**src/rtl/pipe_cla_adder16_pkg.sv**
```systemverilog
// Shared widths and the group generate/propagate type for the pipelined 16-bit CLA.
// Optional subtract support is enabled by defining CLA_SUB_EN.
package cla_pkg;

    localparam int unsigned WIDTH = 16;
    localparam int unsigned GW    = 4;
    localparam int unsigned NGRP  = 4;

    typedef struct packed {
        logic [NGRP-1:0] g;
        logic [NGRP-1:0] p;
    } grp_gp_t;

    // Each group's G/P is built from bit-level g = a&b and p = a|b.
    function automatic grp_gp_t grp_gp(input logic [WIDTH-1:0] a, input logic [WIDTH-1:0] b);
        grp_gp_t r;
        logic    gb;
        logic    pb;
        r = '0;
        for (int unsigned k = 0; k < NGRP; k++) begin
            r.g[k] = 1'b0;
            r.p[k] = 1'b1;
            for (int unsigned i = 0; i < GW; i++) begin
                gb     = a[k*GW+i] & b[k*GW+i];
                pb     = a[k*GW+i] | b[k*GW+i];
                r.g[k] = gb | (pb & r.g[k]);
                r.p[k] = r.p[k] & pb;
            end
        end
        return r;
    endfunction

endpackage

```
**src/rtl/pipe_cla_adder16_if.sv**
```systemverilog
// Operand/result handshake bundle for pipe_cla_adder16.
// The sub signal exists only when CLA_SUB_EN is defined.
interface pipe_cla_adder16_if;
    import cla_pkg::*;

    logic             in_valid;
    logic             in_ready;
    logic [WIDTH-1:0] a;
    logic [WIDTH-1:0] b;
    logic             cin;
`ifdef CLA_SUB_EN
    logic             sub;
`endif
    logic             out_valid;
    logic             out_ready;
    logic [WIDTH-1:0] sum;
    logic             cout;
    logic             ovf;

`ifdef CLA_SUB_EN
    modport master (
        output in_valid, a, b, cin, sub, out_ready,
        input  in_ready, out_valid, sum, cout, ovf
    );
    modport slave (
        input  in_valid, a, b, cin, sub, out_ready,
        output in_ready, out_valid, sum, cout, ovf
    );
`else
    modport master (
        output in_valid, a, b, cin, out_ready,
        input  in_ready, out_valid, sum, cout, ovf
    );
    modport slave (
        input  in_valid, a, b, cin, out_ready,
        output in_ready, out_valid, sum, cout, ovf
    );
`endif

endinterface

```
**src/rtl/pipe_cla_adder16_grp_carry_resolve.sv**
```systemverilog
// Flattened second-level lookahead: every group carry is a direct sum of products
// of the group G/P terms and cin, with no ripple between groups.
module grp_carry_resolve
    import cla_pkg::*;
(
    input  logic [NGRP-1:0] g_i,
    input  logic [NGRP-1:0] p_i,
    input  logic            cin_i,
    output logic [NGRP:0]   c_o
);

    logic term;
    logic prod;

    always_comb begin
        c_o    = '0;
        term   = 1'b0;
        prod   = 1'b0;
        c_o[0] = cin_i;
        for (int unsigned k = 0; k < NGRP; k++) begin
            // c[k+1] = G_k | P_k G_{k-1} | ... | P_k..P_0 cin
            prod = cin_i;
            for (int unsigned m = 0; m <= k; m++) begin
                prod = prod & p_i[m];
            end
            term = prod;
            for (int unsigned j = 0; j <= k; j++) begin
                prod = g_i[j];
                for (int unsigned m = j + 1; m <= k; m++) begin
                    prod = prod & p_i[m];
                end
                term = term | prod;
            end
            c_o[k+1] = term;
        end
    end

endmodule

```
**src/rtl/pipe_cla_adder16.sv**
```systemverilog
// Two-stage pipelined 16-bit carry-lookahead adder with valid/ready on both sides.
// Defining CLA_SUB_EN adds the sub input (a + ~b + 1).
module pipe_cla_adder16
    import cla_pkg::*;
(
    input  logic                clk,
    input  logic                rst,
    pipe_cla_adder16_if.slave   bus
);

    logic             s1_v_q, s1_v_d;
    logic [WIDTH-1:0] a_q, a_d;
    logic [WIDTH-1:0] b_q, b_d;
    logic             cin_q, cin_d;
    grp_gp_t          gp_q, gp_d;

    logic             s2_v_q, s2_v_d;
    logic [WIDTH-1:0] sum_q, sum_d;
    logic             cout_q, cout_d;
    logic             ovf_q, ovf_d;

    logic             s2_ld;
    logic             s1_adv;
    logic [WIDTH-1:0] b_eff;
    logic             cin_eff;
    logic [NGRP:0]    grp_c;
    logic [WIDTH-1:0] sum_w;
    logic             c15_w;

    assign s2_ld        = !s2_v_q || bus.out_ready;
    assign s1_adv       = !s1_v_q || s2_ld;
    assign bus.in_ready = s1_adv;

    assign bus.out_valid = s2_v_q;
    assign bus.sum       = sum_q;
    assign bus.cout      = cout_q;
    assign bus.ovf       = ovf_q;

`ifdef CLA_SUB_EN
    assign b_eff   = bus.sub ? ~bus.b : bus.b;
    assign cin_eff = bus.sub ? 1'b1 : bus.cin;
`else
    assign b_eff   = bus.b;
    assign cin_eff = bus.cin;
`endif

    always_comb begin
        s1_v_d = s1_v_q;
        a_d    = a_q;
        b_d    = b_q;
        cin_d  = cin_q;
        gp_d   = gp_q;
        if (s1_adv) begin
            s1_v_d = bus.in_valid;
            if (bus.in_valid) begin
                a_d   = bus.a;
                b_d   = b_eff;
                cin_d = cin_eff;
                gp_d  = grp_gp(bus.a, b_eff);
            end
        end
    end

    grp_carry_resolve u_resolve (
        .g_i   (gp_q.g),
        .p_i   (gp_q.p),
        .cin_i (cin_q),
        .c_o   (grp_c)
    );

    // Bits inside a group use the resolved group carry; groups never chain.
    always_comb begin
        logic c;
        c     = 1'b0;
        c15_w = 1'b0;
        sum_w = '0;
        for (int unsigned k = 0; k < NGRP; k++) begin
            c = grp_c[k];
            for (int unsigned i = 0; i < GW; i++) begin
                sum_w[k*GW+i] = a_q[k*GW+i] ^ b_q[k*GW+i] ^ c;
                if (k*GW+i == WIDTH-1) begin
                    c15_w = c;
                end
                c = (a_q[k*GW+i] & b_q[k*GW+i]) | ((a_q[k*GW+i] | b_q[k*GW+i]) & c);
            end
        end
    end

    always_comb begin
        s2_v_d = s2_v_q;
        sum_d  = sum_q;
        cout_d = cout_q;
        ovf_d  = ovf_q;
        if (s2_ld) begin
            s2_v_d = s1_v_q;
            if (s1_v_q) begin
                sum_d  = sum_w;
                cout_d = grp_c[NGRP];
                ovf_d  = c15_w ^ grp_c[NGRP];
            end
        end
    end

    always_ff @(posedge clk or posedge rst) begin
        if (rst) begin
            s1_v_q <= 1'b0;
            a_q    <= '0;
            b_q    <= '0;
            cin_q  <= 1'b0;
            gp_q   <= '0;
            s2_v_q <= 1'b0;
            sum_q  <= '0;
            cout_q <= 1'b0;
            ovf_q  <= 1'b0;
        end else begin
            s1_v_q <= s1_v_d;
            a_q    <= a_d;
            b_q    <= b_d;
            cin_q  <= cin_d;
            gp_q   <= gp_d;
            s2_v_q <= s2_v_d;
            sum_q  <= sum_d;
            cout_q <= cout_d;
            ovf_q  <= ovf_d;
        end
    end

endmodule

```
**src/flat_wrapper.sv**
```systemverilog
// flat-port wrapper written by rule: the top's interface ports become plain ports
module pipe_cla_adder16_flat import cla_pkg::*;
  (clk, rst, bus_in_valid, bus_a, bus_b, bus_cin, bus_out_ready, bus_in_ready, bus_out_valid, bus_sum, bus_cout, bus_ovf);
  pipe_cla_adder16_if bus_i ();
  input  logic clk;
  input  logic rst;
  input wire logic [$bits(bus_i.in_valid)-1:0] bus_in_valid;
  input wire logic [$bits(bus_i.a)-1:0] bus_a;
  input wire logic [$bits(bus_i.b)-1:0] bus_b;
  input wire logic [$bits(bus_i.cin)-1:0] bus_cin;
  input wire logic [$bits(bus_i.out_ready)-1:0] bus_out_ready;
  output wire logic [$bits(bus_i.in_ready)-1:0] bus_in_ready;
  output wire logic [$bits(bus_i.out_valid)-1:0] bus_out_valid;
  output wire logic [$bits(bus_i.sum)-1:0] bus_sum;
  output wire logic [$bits(bus_i.cout)-1:0] bus_cout;
  output wire logic [$bits(bus_i.ovf)-1:0] bus_ovf;
  assign bus_i.in_valid = bus_in_valid;
  assign bus_i.a = bus_a;
  assign bus_i.b = bus_b;
  assign bus_i.cin = bus_cin;
  assign bus_i.out_ready = bus_out_ready;
  assign bus_in_ready = bus_i.in_ready;
  assign bus_out_valid = bus_i.out_valid;
  assign bus_sum = bus_i.sum;
  assign bus_cout = bus_i.cout;
  assign bus_ovf = bus_i.ovf;
  pipe_cla_adder16 u_core (.clk(clk), .rst(rst), .bus(bus_i));
endmodule
```
**config.mk**
```make
export PLATFORM = sky130hd
export DESIGN_NAME = pipe_cla_adder16_flat
export DESIGN_NICKNAME = d
export VERILOG_FILES = /design/src/rtl/pipe_cla_adder16_pkg.sv /design/src/rtl/pipe_cla_adder16_if.sv /design/src/rtl/pipe_cla_adder16_grp_carry_resolve.sv /design/src/rtl/pipe_cla_adder16.sv /design/src/flat_wrapper.sv
export SDC_FILE = /design/constraint.sdc
export NUM_CORES = 1
export LEC_CHECK = 0
export CORE_MARGIN = 3
export CORE_UTILIZATION = 25
export CTS_CLUSTER_DIAMETER = 200
export DETAILED_ROUTE_END_ITERATION = 8
export SYNTH_ARGS = -nofsm -noshare
export SYNTH_HDL_FRONTEND = slang
export SYNTH_SLANG_ARGS = --single-unit
```
**constraint.sdc**
```tcl
create_clock -name clk -period 3.25 [get_ports clk]
set_clock_uncertainty 0.15 [all_clocks]
set_input_delay 0.65 -clock clk [delete_from_list [all_inputs] [get_ports clk]]
set_output_delay 0.65 -clock clk [all_outputs]
set_load 0.01 [all_outputs]
```
==> reports/qor.yml <==
synth_cell_type_count: 32
rows: 39
htree_num_levels: 3
achievable-frequency_mhz: 352
detailedRoute.firstIterationViolations: 47
cellPowerDensity_mw_per_mm2: 679
place_inst: 423
first_pass_iteration_count_of_the_detailed_router: 4
clockBufferDepth: 2
cts_inserted_buffers: 9
timing.critical_path.slowest_stage_cell: "sky130_fd_sc_hd__fa_1"
finalWorstSetupSlack_ns: 0.413
placement.cell_area_mm2: 0.00364
crit_chain: "a21o_1 -> a31o_1 -> fa_1 -> fa_1 -> inv_1 -> fa_1 -> nand4_1 -> mux2_4 -> nand3_1"
ys_ff_latch: 61
worst-endpoint-arrival_ns: 2.95
rr_startpoint: "u_core.cin_q"
synth.yosys.seq_area_share_pct: 51.8
power.clock.fraction_pct: 31.7
worst-path-max-fanout: 5
power.leakage_nw: 1.65
critical_path.startpoint_type: "flip-flop"
cpPeakStageDelay_ns: 0.46
synth_top_area_share_pct: 51.8
layout.nets: 340
post-route-drc-count: 0
top_level_ports: 57
grt_pass1_wl_mm: 9.96
outcome: "finished, final reports clean"
synth.cell_area_mm2: 0.00295
timing.critical_path.buf_inv: 1
yosys.area.top_type: "sky130_fd_sc_hd__dfrtp_1"
power.switching_w: 0.000728
holdPathStages: 2
die_area_mm2: 0.0131
layout_area_growth_over_synthesis_pct: 32.3
routed-wl-met3_um: 325
p_seq_share_pct: 39.6
starting_density_of_the_core_pct: 25.7
count_of_maximum_capacitance_violations: 0
remaining_max_slew_budget_at_the_tightest_pin_pct: 59.1
post_route_cells_drive_above_1_share_pct: 22.7
power_frac_comb_pct: 28.7
met2WireLength_mm: 2.98
synth_nets: 279
final_replace_weighted_congestion: 0.748
internal-power_w: 0.00192
detailroute.via_count: 1895
port_buffers: 56
worst_setup_hold_path_clk_slew_ns: 0.05
first_global_vias: 2109
timing.final.crit_share_pct: 87.3
hold_violations: 0
grt_setup_unrepaired: "no"
peakVddDrop_mv: 0.229
worst-slew-pin-transition_ns: 0.614
post-dp-hpwl_mm: 4.38
final_period_minus_worst_setup_slack_ns: 2.84
synth_async_sr_flop_share_pct: 100
clkLatencyLatePin_ns: 0.33
floorplan.core_area_mm2: 0.0115
critPathKind: "reg2reg"
grt_overflow_total: 0
grt.total_usage_pct: 9.97
detail_route.wirelength.met1_mm: 2.46
synth_warn: 0
detail_route_antenna_nets: 0
instances_no_fill: 438
worst_path_dominant_cell_family: "adder cells"
total_wirelength_of_the_detailed_routed_design_mm: 5.92
antenna_violations_before_repair: 0
final.fill_count: 1168
reg2reg_depth: 9
total_of_endpoints_with_negative_setup_slack_in_the_final_report: 0
min-delay-start: "u_core.bus.sum[14]"
endpoint_kind: "flip-flop"
netlist_instances: 230
wl_per_cell_um: 13.5
synth_area_per_cell_um2: 12.8
maxUsedRoutingLayer: "met4"
synth_edf_count: 0
hold_path_class: "reg2reg"
die_width_um: 115
clock_sinks: 61
critical_path_required_ns: 3.36
cts_setup_buffers: 0
number_of_instances_resized_during_post_cts_repair: 0
fin_area_mm2: 0.00390
num_antenna_cells: 0
yosys_most_used_dff: "sky130_fd_sc_hd__dfrtp_1"
dieHeight_um: 115
r2r-end: "u_core.bus.ovf"
cpMostUsedCell: "sky130_fd_sc_hd__fa_1"
maximum_number_of_pins_on_one_net_before_global_route_repair: 62
min_delay_worst_endpoint: "u_core.bus.sum[14]"
final.hold.worst_slack_ns: 0.324
ys_top_cells_by_area: "sky130_fd_sc_hd__dfrtp_1 (52%), sky130_fd_sc_hd__mux2_2 (16%), sky130_fd_sc_hd__fa_1 (8.1%)"
post_cts_hold_buffer_count: 0
vias_cell: 4.33
totalNegativeSetupSlack_ns: 0
swShare_pct: 27.5
cts-root-buf: "sky130_fd_sc_hd__clkbuf_16"
finalMaxSlewViolations: 0
regToRegSetupSlack_ns: 0.41
cts_tree: "done"
dp_worst_setup_slack_ns: 0.405
[flip-flops by register name (all words and copies together) (netlist names)]
name                  flops
u_core.b_q               16
u_core.bus.ovf            1
u_core.gp_q               8
u_core.bus.out_valid      1
u_core.cin_q              1
u_core.bus.cout           1
u_core.s1_v_q             1
u_core.bus.sum           16
u_core.a_q               16
[cells in the final DEF (no fill, tap or decap), types with 3 or more instances in the layout]
master                            instances
sky130_fd_sc_hd__nand2_1                 20
sky130_fd_sc_hd__inv_1                   13
sky130_fd_sc_hd__a21o_1                   3
sky130_fd_sc_hd__o22ai_1                  4
sky130_fd_sc_hd__dfrtp_1                 61
sky130_fd_sc_hd__a22oi_1                  4
sky130_fd_sc_hd__o21ai_0                 12
sky130_fd_sc_hd__mux2_2                  41
sky130_fd_sc_hd__clkbuf_1                 3
sky130_fd_sc_hd__a21oi_1                  4
sky130_fd_sc_hd__clkbuf_16                9
sky130_fd_sc_hd__nor2_1                  10
sky130_fd_sc_hd__xnor2_1                  7
sky130_fd_sc_hd__o31ai_1                  4
sky130_fd_sc_hd__clkdlybuf4s50_1         56
sky130_fd_sc_hd__or2_2                    3
sky130_fd_sc_hd__fa_1                    12
sky130_fd_sc_hd__o41ai_2                  4
sky130_fd_sc_hd__a31oi_1                  3
[per-layer routing]
layer  GRT usage [%]  up-vias
met5               0        -
met4            5.70        0
met3            3.28       11
met2            16.3       35
met1            11.4      921
li1                -      928
[stage by stage]
| stage | total power (W) | util (%) |
|---|---|---|
| floorplan | 0.00147 | - |
| global placement | 0.00184 | 31.7 |
| detailed placement | 0.00185 | 31.7 |
| CTS | 0.00271 | 34.0 |
| global route | 0.00284 | 34.0 |
| finish | 0.00265 | 34.0 |
[cells in the mapped netlist, types with 5 or more instances]
cell type	instances
sky130_fd_sc_hd__mux2_2	41
sky130_fd_sc_hd__fa_1	12
sky130_fd_sc_hd__inv_1	14
sky130_fd_sc_hd__nor2_1	10
sky130_fd_sc_hd__nand2_1	20
sky130_fd_sc_hd__o21ai_0	12
sky130_fd_sc_hd__buf_6	5
sky130_fd_sc_hd__xnor2_1	7
sky130_fd_sc_hd__dfrtp_1	61
[worst max path at each step]
stage | from | to | slack, ns | cells past startpoint
after floorplan | u_core.gp_q[0] | u_core.bus.ovf | 0.59 | 9
after global placement | u_core.gp_q[0] | u_core.bus.sum[15] | 0.46 | 9
after detailed placement | u_core.cin_q | u_core.bus.ovf | 0.40 | 9
after CTS | u_core.cin_q | u_core.bus.ovf | 0.39 | 9
after global routing | u_core.cin_q | u_core.bus.sum[15] | 0.26 | 9
final | u_core.cin_q | u_core.bus.ovf | 0.41 | 9
[power groups by stage]
stage / Sequential (W) / Clock, W / Combinational (W)
finish: 0.00105 / 0.000839 / 0.000760
global route: 0.00108 / 0.000904 / 0.000858
CTS: 0.00106 / 0.000868 / 0.000786
detailed placement: 0.00107 / 0 / 0.000782
global placement: 0.00106 / 0 / 0.000773
floorplan: 0.00110 / 0 / 0.000376
[worst reg2reg max path: cells and delay by family, from the launching register on]
family,cells,cell delay (ns)
flip-flops,1,0.39
AND/OR/NAND/NOR,2,0.19
multiplexers,1,0.27
adder cells (fa/ha/maj),3,1.16
AO/OA/AOI/OAI,2,0.53
buffers and inverters,1,0.09
[layout make-up]
| type | instances | area, um2 | area share [%] |
|---|---|---|---|
| timing repair buffer | 57 | 581 | 14.9 |
| tap | 143 | 179 | 4.59 |
| multi-input combinational | 148 | 1300 | 33.3 |
| inverter | 14 | 52.6 | 1.35 |
| clock inverter | 2 | 10.0 | 0.257 |
| sequential | 61 | 1530 | 39.2 |
| clock buffer | 13 | 250 | 6.42 |
[kinds of logic (layout without fill, tap and decap cells)]
| logic type | count (synthesis) | after routing | synth area share (%) |
|---|---|---|---|
| AO/OA/AOI/OAI | 40 | 40 | 9.80 |
| XOR/XNOR | 8 | 8 | 2.38 |
| adder cells (fa/ha/maj) | 12 | 12 | 8.15 |
| buffers and inverters | 21 | 86 | 4.12 |
| flip-flops | 61 | 61 | 51.8 |
| multiplexers | 43 | 43 | 16.5 |
| AND/OR/NAND/NOR | 45 | 45 | 7.26 |
(Power assumes the default switching activity.)
